<file path="config.mk">
export PLATFORM = sky130hd
export DESIGN_NAME = occupancy_monitor_flat
export DESIGN_NICKNAME = d
export VERILOG_FILES = /design/src/rtl/occupancy_monitor_if.sv /design/src/rtl/occupancy_monitor.sv /design/src/flat_wrapper.sv
export SDC_FILE = /design/constraint.sdc
export NUM_CORES = 1
export LEC_CHECK = 0
export BUFFER_PORTS_ARGS = -buffer_cell sky130_fd_sc_hd__buf_2
export CAP_MARGIN = 20
export CORE_ASPECT_RATIO = 1.4
export CORE_MARGIN = 3
export CORE_UTILIZATION = 54
export CTS_CLUSTER_SIZE = 28
export DETAILED_ROUTE_END_ITERATION = 16
export PLACE_DENSITY_LB_ADDON = 0.15
export SLEW_MARGIN = 20
export SYNTH_ARGS = -nofsm -noshare
export SYNTH_HDL_FRONTEND = slang
export SYNTH_SLANG_ARGS = --single-unit
export TNS_END_PERCENT = 100
</file>
<file path="constraint.sdc">
create_clock -name clk -period 3.6 [get_ports clk]
set_input_delay 0.18 -clock clk [delete_from_list [all_inputs] [get_ports clk]]
set_output_delay 0.18 -clock clk [all_outputs]
set_load 0.01 [all_outputs]
</file>
<file path="src/rtl/occupancy_monitor_if.sv">
// Sensor inputs and status outputs of the lot-occupancy monitor.
// The monitor connects through the slave modport and the driving side through the master modport.
interface occupancy_monitor_if #(
  parameter int unsigned NUM_GATES = 2,
  parameter int unsigned CAPACITY  = 25
);
  localparam int unsigned CNT_W = $clog2(CAPACITY + 1);

  logic [NUM_GATES-1:0] a;
  logic [NUM_GATES-1:0] b;
  logic [NUM_GATES-1:0] enter_evt;
  logic [NUM_GATES-1:0] exit_evt;
  logic                 reject;
  logic [CNT_W-1:0]     count;
  logic                 full;
  logic                 empty;
  logic [6:0]           HEX0, HEX1, HEX2, HEX3, HEX4, HEX5;

  modport master (
    output a, b,
    input  enter_evt, exit_evt, reject, count, full, empty,
    input  HEX0, HEX1, HEX2, HEX3, HEX4, HEX5
  );

  modport slave (
    input  a, b,
    output enter_evt, exit_evt, reject, count, full, empty,
    output HEX0, HEX1, HEX2, HEX3, HEX4, HEX5
  );
endinterface

</file>
<file path="src/rtl/occupancy_monitor.sv">
// Lot-occupancy monitor: per-gate sensor synchronisers and direction FSMs feeding one
// saturating occupancy counter with full/empty flags and a six-digit status display.
module occupancy_monitor #(
  parameter int unsigned CAPACITY    = 25,
  parameter int unsigned NUM_GATES   = 2,
  parameter int unsigned SYNC_STAGES = 2
) (
  input logic                clk,
  input logic                reset,
  occupancy_monitor_if.slave bus
);
  localparam int unsigned CNT_W = $clog2(CAPACITY + 1);
  localparam int unsigned SUM_W = CNT_W + 3;

  typedef enum logic [2:0] {
    StIdle, StIn1, StIn2, StIn3, StOut1, StOut2, StOut3, StErr
  } state_e;

  logic [SYNC_STAGES-1:0] sync_a_q [NUM_GATES];
  logic [SYNC_STAGES-1:0] sync_b_q [NUM_GATES];
  logic [1:0]             ab       [NUM_GATES];
  state_e                 state_q  [NUM_GATES];
  state_e                 state_d  [NUM_GATES];
  logic [NUM_GATES-1:0]   enter_d, enter_q, exit_d, exit_q;
  logic [CNT_W-1:0]       count_d, count_q;
  logic                   reject_d, reject_q;
  logic [SUM_W-1:0]       sum;
  logic                   sum_neg, sum_over;
  logic [7:0]             cnt8;

  always_ff @(posedge clk or posedge reset) begin
    if (reset) begin
      for (int i = 0; i < NUM_GATES; i++) begin
        sync_a_q[i] <= '0;
        sync_b_q[i] <= '0;
        state_q[i]  <= StIdle;
      end
      enter_q  <= '0;
      exit_q   <= '0;
      count_q  <= '0;
      reject_q <= 1'b0;
    end else begin
      for (int i = 0; i < NUM_GATES; i++) begin
        sync_a_q[i] <= {sync_a_q[i][SYNC_STAGES-2:0], bus.a[i]};
        sync_b_q[i] <= {sync_b_q[i][SYNC_STAGES-2:0], bus.b[i]};
        state_q[i]  <= state_d[i];
      end
      enter_q  <= enter_d;
      exit_q   <= exit_d;
      count_q  <= count_d;
      reject_q <= reject_d;
    end
  end

  always_comb begin
    for (int i = 0; i < NUM_GATES; i++) begin
      ab[i] = {sync_a_q[i][SYNC_STAGES-1], sync_b_q[i][SYNC_STAGES-1]};
    end
  end

  // Exit states mirror entry states with a and b swapped.
  always_comb begin
    enter_d = '0;
    exit_d  = '0;
    for (int i = 0; i < NUM_GATES; i++) begin
      state_d[i] = state_q[i];
      unique case (state_q[i])
        StIdle: case (ab[i])
          2'b10:   state_d[i] = StIn1;
          2'b01:   state_d[i] = StOut1;
          2'b11:   state_d[i] = StErr;
          default: ;
        endcase
        StIn1: case (ab[i])
          2'b11:   state_d[i] = StIn2;
          2'b00:   state_d[i] = StIdle;
          2'b01:   state_d[i] = StErr;
          default: ;
        endcase
        StIn2: case (ab[i])
          2'b01:   state_d[i] = StIn3;
          2'b10:   state_d[i] = StIn1;
          2'b00:   state_d[i] = StErr;
          default: ;
        endcase
        StIn3: case (ab[i])
          2'b00: begin
            state_d[i] = StIdle;
            enter_d[i] = 1'b1;
          end
          2'b11:   state_d[i] = StIn2;
          2'b10:   state_d[i] = StErr;
          default: ;
        endcase
        StOut1: case (ab[i])
          2'b11:   state_d[i] = StOut2;
          2'b00:   state_d[i] = StIdle;
          2'b10:   state_d[i] = StErr;
          default: ;
        endcase
        StOut2: case (ab[i])
          2'b10:   state_d[i] = StOut3;
          2'b01:   state_d[i] = StOut1;
          2'b00:   state_d[i] = StErr;
          default: ;
        endcase
        StOut3: case (ab[i])
          2'b00: begin
            state_d[i] = StIdle;
            exit_d[i]  = 1'b1;
          end
          2'b11:   state_d[i] = StOut2;
          2'b01:   state_d[i] = StErr;
          default: ;
        endcase
        StErr: if (ab[i] == 2'b00) state_d[i] = StIdle;
      endcase
    end
  end

  // Two's-complement sum with headroom so underflow shows up as a set sign bit.
  always_comb begin
    sum = SUM_W'(count_q);
    for (int i = 0; i < NUM_GATES; i++) begin
      if (enter_q[i]) sum = sum + SUM_W'(1);
      if (exit_q[i])  sum = sum - SUM_W'(1);
    end
    sum_neg  = sum[SUM_W-1];
    sum_over = !sum_neg && (sum > SUM_W'(CAPACITY));
    reject_d = sum_neg || sum_over;
    if (sum_neg)       count_d = '0;
    else if (sum_over) count_d = CNT_W'(CAPACITY);
    else               count_d = sum[CNT_W-1:0];
  end

  function automatic logic [6:0] seg(input logic [3:0] d);
    case (d)
      4'd0:    seg = 7'h40;
      4'd1:    seg = 7'h79;
      4'd2:    seg = 7'h24;
      4'd3:    seg = 7'h30;
      4'd4:    seg = 7'h19;
      4'd5:    seg = 7'h12;
      4'd6:    seg = 7'h02;
      4'd7:    seg = 7'h78;
      4'd8:    seg = 7'h00;
      4'd9:    seg = 7'h10;
      default: seg = 7'h7F;
    endcase
  endfunction

  assign cnt8          = 8'(count_q);
  assign bus.enter_evt = enter_q;
  assign bus.exit_evt  = exit_q;
  assign bus.reject    = reject_q;
  assign bus.count     = count_q;
  assign bus.full      = (count_q == CNT_W'(CAPACITY));
  assign bus.empty     = (count_q == '0);

  always_comb begin
    bus.HEX5 = 7'h7F;
    bus.HEX4 = 7'h7F;
    bus.HEX3 = 7'h7F;
    bus.HEX2 = 7'h7F;
    bus.HEX1 = 7'h7F;
    bus.HEX0 = seg(4'(cnt8 % 8'd10));
    if (count_q == '0) begin
      bus.HEX5 = 7'h46;
      bus.HEX4 = 7'h47;
      bus.HEX3 = 7'h06;
      bus.HEX2 = 7'h08;
      bus.HEX1 = 7'h2F;
      bus.HEX0 = 7'h40;
    end else if (count_q == CNT_W'(CAPACITY)) begin
      bus.HEX5 = 7'h0E;
      bus.HEX4 = 7'h41;
      bus.HEX3 = 7'h47;
      bus.HEX2 = 7'h47;
      bus.HEX1 = seg(4'(CAPACITY / 10));
      bus.HEX0 = seg(4'(CAPACITY % 10));
    end else if (cnt8 >= 8'd10) begin
      bus.HEX1 = seg(4'(cnt8 / 8'd10));
    end
  end
endmodule

</file>
<file path="src/flat_wrapper.sv">
// flat-port wrapper written by rule: the top's interface ports become plain ports
module occupancy_monitor_flat 
#(
  parameter int unsigned CAPACITY    = 25,
  parameter int unsigned NUM_GATES   = 2,
  parameter int unsigned SYNC_STAGES = 2
)
  (clk, reset, bus_a, bus_b, bus_enter_evt, bus_exit_evt, bus_reject, bus_count, bus_full, bus_empty, bus_HEX0, bus_HEX1, bus_HEX2, bus_HEX3, bus_HEX4, bus_HEX5);
  occupancy_monitor_if #(.NUM_GATES(NUM_GATES), .CAPACITY(CAPACITY)) bus_i ();
  input logic clk;
  input logic reset;
  input wire logic [$bits(bus_i.a)-1:0] bus_a;
  input wire logic [$bits(bus_i.b)-1:0] bus_b;
  output wire logic [$bits(bus_i.enter_evt)-1:0] bus_enter_evt;
  output wire logic [$bits(bus_i.exit_evt)-1:0] bus_exit_evt;
  output wire logic [$bits(bus_i.reject)-1:0] bus_reject;
  output wire logic [$bits(bus_i.count)-1:0] bus_count;
  output wire logic [$bits(bus_i.full)-1:0] bus_full;
  output wire logic [$bits(bus_i.empty)-1:0] bus_empty;
  output wire logic [$bits(bus_i.HEX0)-1:0] bus_HEX0;
  output wire logic [$bits(bus_i.HEX1)-1:0] bus_HEX1;
  output wire logic [$bits(bus_i.HEX2)-1:0] bus_HEX2;
  output wire logic [$bits(bus_i.HEX3)-1:0] bus_HEX3;
  output wire logic [$bits(bus_i.HEX4)-1:0] bus_HEX4;
  output wire logic [$bits(bus_i.HEX5)-1:0] bus_HEX5;
  assign bus_i.a = bus_a;
  assign bus_i.b = bus_b;
  assign bus_enter_evt = bus_i.enter_evt;
  assign bus_exit_evt = bus_i.exit_evt;
  assign bus_reject = bus_i.reject;
  assign bus_count = bus_i.count;
  assign bus_full = bus_i.full;
  assign bus_empty = bus_i.empty;
  assign bus_HEX0 = bus_i.HEX0;
  assign bus_HEX1 = bus_i.HEX1;
  assign bus_HEX2 = bus_i.HEX2;
  assign bus_HEX3 = bus_i.HEX3;
  assign bus_HEX4 = bus_i.HEX4;
  assign bus_HEX5 = bus_i.HEX5;
  occupancy_monitor #(.CAPACITY(CAPACITY), .NUM_GATES(NUM_GATES), .SYNC_STAGES(SYNC_STAGES)) u_core (.clk(clk), .reset(reset), .bus(bus_i));
endmodule
</file>
==> run summary <==
The met1 routing resource usage after global routing was 21.5%. The number of different library cells used by synthesis comes to 60. Setup repair after global routing left no endpoint under its margin. Counting along the longest clock path gives a buffer depth of 2. Of the total power, the share spent switching nets is 50.4%.

Leaving out fill and tap cells, the most frequent cells in the layout are sky130_fd_sc_hd__buf_2, sky130_fd_sc_hd__nand2_1, sky130_fd_sc_hd__ha_1. In this run the power density over the cells is 973 nW/um^2. The time the worst path needs with I/O delays and setup was 3330 ps. The routed length per placed instance was 13.1 um; the ratio of final minimum period to clock period was 92.5%. Internal power comes to 0.00143 W. The type of the setup path with the least slack is reg -> reg. The average instance in the mapped netlist occupies 8.19 sq um. After synthesis, the share of flip-flops with an asynchronous set or reset is 100%. The cell count after synthesis came out at 340. The filler cells instantiated in the layout total 457. The count of nets left with antenna violations once routing finished came out at 0. Synthesis inferred 24 register bits. The pre-antenna-repair detailed-routing pass consisted of 4 iterations. The logs give 1 for the H-tree depth and 396 for the net count of the finished layout. For the max-slew violation count, the log shows 0. The via count of the first global-routing pass is 2169, and the clock sink total is 24. Maximum fanout encountered on the critical timing path: 7.

The most numerous cell type found on the critical path is sky130_fd_sc_hd__ha_1. Using the TritonRoute via totals, the vias-per-cell ratio works out to 5.64. The die covers 6070 sq um. For this design the static power due to leakage is 1.32 nW. The tree is rooted in a sky130_fd_sc_hd__clkbuf_8. Derived from the worst setup path, the maximum achievable clock frequency is 300 MHz. The flow ran to the end, and the final reports show no timing, DRC or antenna violations.

The worst setup path is launched from a register. Overall power of the completed layout: 0.00289 W. At the worst endpoint, the arrival time is 3490 ps. Traced cell by cell, the critical path runs through inv_1, ha_1, mux2i_1, ha_1, mux2i_2, ha_1, mux2i_1, ha_1, nand4b_1, o221ai_1, nor4_1, a21oi_2, and4_1. The worst setup path is captured at a register.

The number of clock buffers added by TritonCTS is 3. The global route total overflow is 0, and the proportion of layout cells with a drive suffix above 1 is 20.5%. The min-delay analysis places its worst path in the category in -> reg. The tools report the start point of the critical path as u_core.bus.count[0]. The cell row count came out at 30.

Among all flip-flop cells after synthesis, the most frequent one is sky130_fd_sc_hd__dfrtp_1. The wire length of the first global-routing pass is 9.27 mm, and the mapped cell area is 2790 sq um. The area growth from synthesis to layout is 6.74%. The critical path's slowest cell is sky130_fd_sc_hd__dfrtp_1. In this run the most critical hold path is launched from bus_a[1].

Yosys printed 0 warnings. The number of antenna diodes in the final layout is 0. The setup TNS after final layout is 0 ps. For the routed wire length, the log shows 5.56 mm. After synthesis, flip-flops and latches occupy 21.6% of the total area.

60 I/O pins were placed. The most common cell after layout, fill and taps aside was sky130_fd_sc_hd__buf_2. At the worst endpoint, the required time is 3760 ps.

After legalization and detailed placement, the total HPWL measured 4.33 mm. Across the VDD grid, the largest voltage drop is 0.544 mV. The largest net degree at the start of global routing was 25; the final-report setup violation count was 0.

Of the total power, combinational logic draws 72.8%. The logs give 0 for the number of hold-slack violations in the final timing report and 18.2% for the total track usage. The tools report the initial detailed-routing violation count as 95. The final weighted congestion in routability-driven placement is 0.891. For met2 alone, demand over resource in global routing was 33.9%. The number of antenna violations at the first check in global routing was 0; the buffer and inverter count on the worst path was 1. The die is 91.0 um tall. Startpoint of the lowest-slack register-to-register path: u_core.bus.count[0].

The core region is 4920 sq um. After clock tree synthesis, the clock-pin slew on the worst setup and hold paths is 90 ps. The net switching component of the power was 0.00146 W. The share of power burned in registers came out at 19.1%. TritonCTS built the clock tree. The kind of cell adding the most delay to the critical path was adder cells. The number of enable-type register cells in the synthesized netlist was 0. The die is 66.7 um wide. Worst slew margin relative to its limit: 43.6%. The logs give 56.6% for the effective utilization at floorplan and 2.23% for the global routing met3 resource utilization. The post-detailed-route DRC marker count was 0; the proportion of power drawn by the clock network was 8.1%.

The slew at the pin closest to its max-slew limit was 845 ps; the largest stage delay on the critical path was 380 ps. The logs give 260 ps for the clock insertion delay at the later pin of the skew report and 2398 for the via count. The count of input and output buffers was 52; the number of setup buffers added after CTS was 0.

The clock skew after layout came out at 5.62 ps. The peak-usage layer in the global routing report is met2. The reported max-cap violation count was 0.
-- routing by layer --
metal / vias up / routed length, um
li1: 1216 / -
met1: 1106 / 2290
met2: 64 / 2890
met3: 12 / 278
met4: 0 / 107
met5: - / 0
-- registers in the layout, indices dropped and copies added, names as in the netlist --
| name | count |
|---|---|
| u_core.bus.enter_evt | 2 |
| u_core.bus.reject | 1 |
| u_core.bus.count | 5 |
| u_core.state_q | 6 |
| u_core.ab | 4 |
| u_core.sync_b_q | 2 |
| u_core.sync_a_q | 2 |
| u_core.bus.exit_evt | 2 |
-- cell type report --
class | instances | area [sq um] | area share [%]
multi-input cells | 257 | 1860 | 62.4
flip-flops and latches | 24 | 601 | 20.2
repair buffers | 56 | 290 | 9.76
well taps | 64 | 80.1 | 2.69
inverters | 20 | 75.1 | 2.53
clock buffers | 3 | 41.3 | 1.39
clock inverters | 1 | 30.0 | 1.01
-- synthesized netlist by cell type (3+ instances only) --
master	count	share of area, %
sky130_fd_sc_hd__nor2_1	16	2.2
sky130_fd_sc_hd__and4_1	4	1.3
sky130_fd_sc_hd__nor2b_1	8	1.8
sky130_fd_sc_hd__o221ai_1	4	1.3
sky130_fd_sc_hd__inv_1	20	2.7
sky130_fd_sc_hd__buf_4	27	7.3
sky130_fd_sc_hd__nor4_1	3	0.67
sky130_fd_sc_hd__and3_1	5	1.1
sky130_fd_sc_hd__nand3_1	10	1.8
sky130_fd_sc_hd__clkbuf_1	15	2.0
sky130_fd_sc_hd__nor3_1	5	0.90
sky130_fd_sc_hd__o21ai_0	17	3.1
sky130_fd_sc_hd__and2_1	3	0.67
sky130_fd_sc_hd__a31oi_1	6	1.3
sky130_fd_sc_hd__xnor2_1	13	4.1
sky130_fd_sc_hd__o21a_1	3	0.81
sky130_fd_sc_hd__dfrtp_1	24	22
sky130_fd_sc_hd__o211ai_1	7	1.9
sky130_fd_sc_hd__nand3b_1	3	0.81
sky130_fd_sc_hd__nand2b_1	6	1.3
sky130_fd_sc_hd__ha_1	28	13
sky130_fd_sc_hd__a21oi_1	22	4.0
sky130_fd_sc_hd__nand2_1	28	3.8
sky130_fd_sc_hd__nand4_1	5	1.1
sky130_fd_sc_hd__a22oi_1	5	1.3
sky130_fd_sc_hd__mux2i_1	9	3.2
-- final timing paths --
kind / end / slack, ps / depth (start not counted)
setup reg to reg: u_core.bus.count[1] / 270 / 13
setup / recovery: u_core.bus.count[1] / 270 / 13
min in group asynchronous: u_core.bus.reject / 80 / 2
max in group asynchronous: u_core.state_q[2] / 3000 / 2
hold reg to reg: u_core.ab[3] / 360 / 0
hold / removal: u_core.sync_a_q[0] / 20 / 1
-- power groups by stage --
stage	sequential [W]	combinational, W	clock, W
after floorplan	0.000431	0.00176	0
after global placement	0.000556	0.00208	0
after detailed placement	0.000556	0.00211	0
after CTS	0.000550	0.00211	0.000238
after global routing	0.000579	0.00236	0.000247
final	0.000553	0.00211	0.000234
-- per-stage QoR --
step	setup slack, ps	utilization, %	hold WS, ps	instance area (sq um)	std cells
finish	271	60.5	18.5	2970	425
global placement	391	58.9	289	2900	421
global route	21.0	60.5	9.21	2970	425
floorplan	326	-	195	2810	346
detailed placement	303	58.9	290	2900	421
CTS	274	60.4	14.7	2970	425
-- kinds of logic (layout without fill, tap and decap cells) --
family / after synthesis / count (layout) / share of synthesized area [%]
buffers and inverters: 65 / 80 / 12.8
AND/OR/NAND/NOR: 107 / 107 / 20.9
adder cells (fa/ha/maj): 28 / 28 / 12.6
multiplexers: 13 / 13 / 5.26
flip-flops: 24 / 24 / 21.6
XOR/XNOR: 17 / 17 / 6.11
AO/OA/AOI/OAI: 85 / 85 / 20.7
other: 1 / 7 / 0.135
-- timing repair --
item | 4_1_cts | 5_1_grt
gates resized for setup | 0 | 1
hold buffers | 0 | 0
hold endpoints to repair | 0 | 0
endpoints found under the setup margin | 0 | 2
Note: power is estimated with default switching activity, not from simulation.
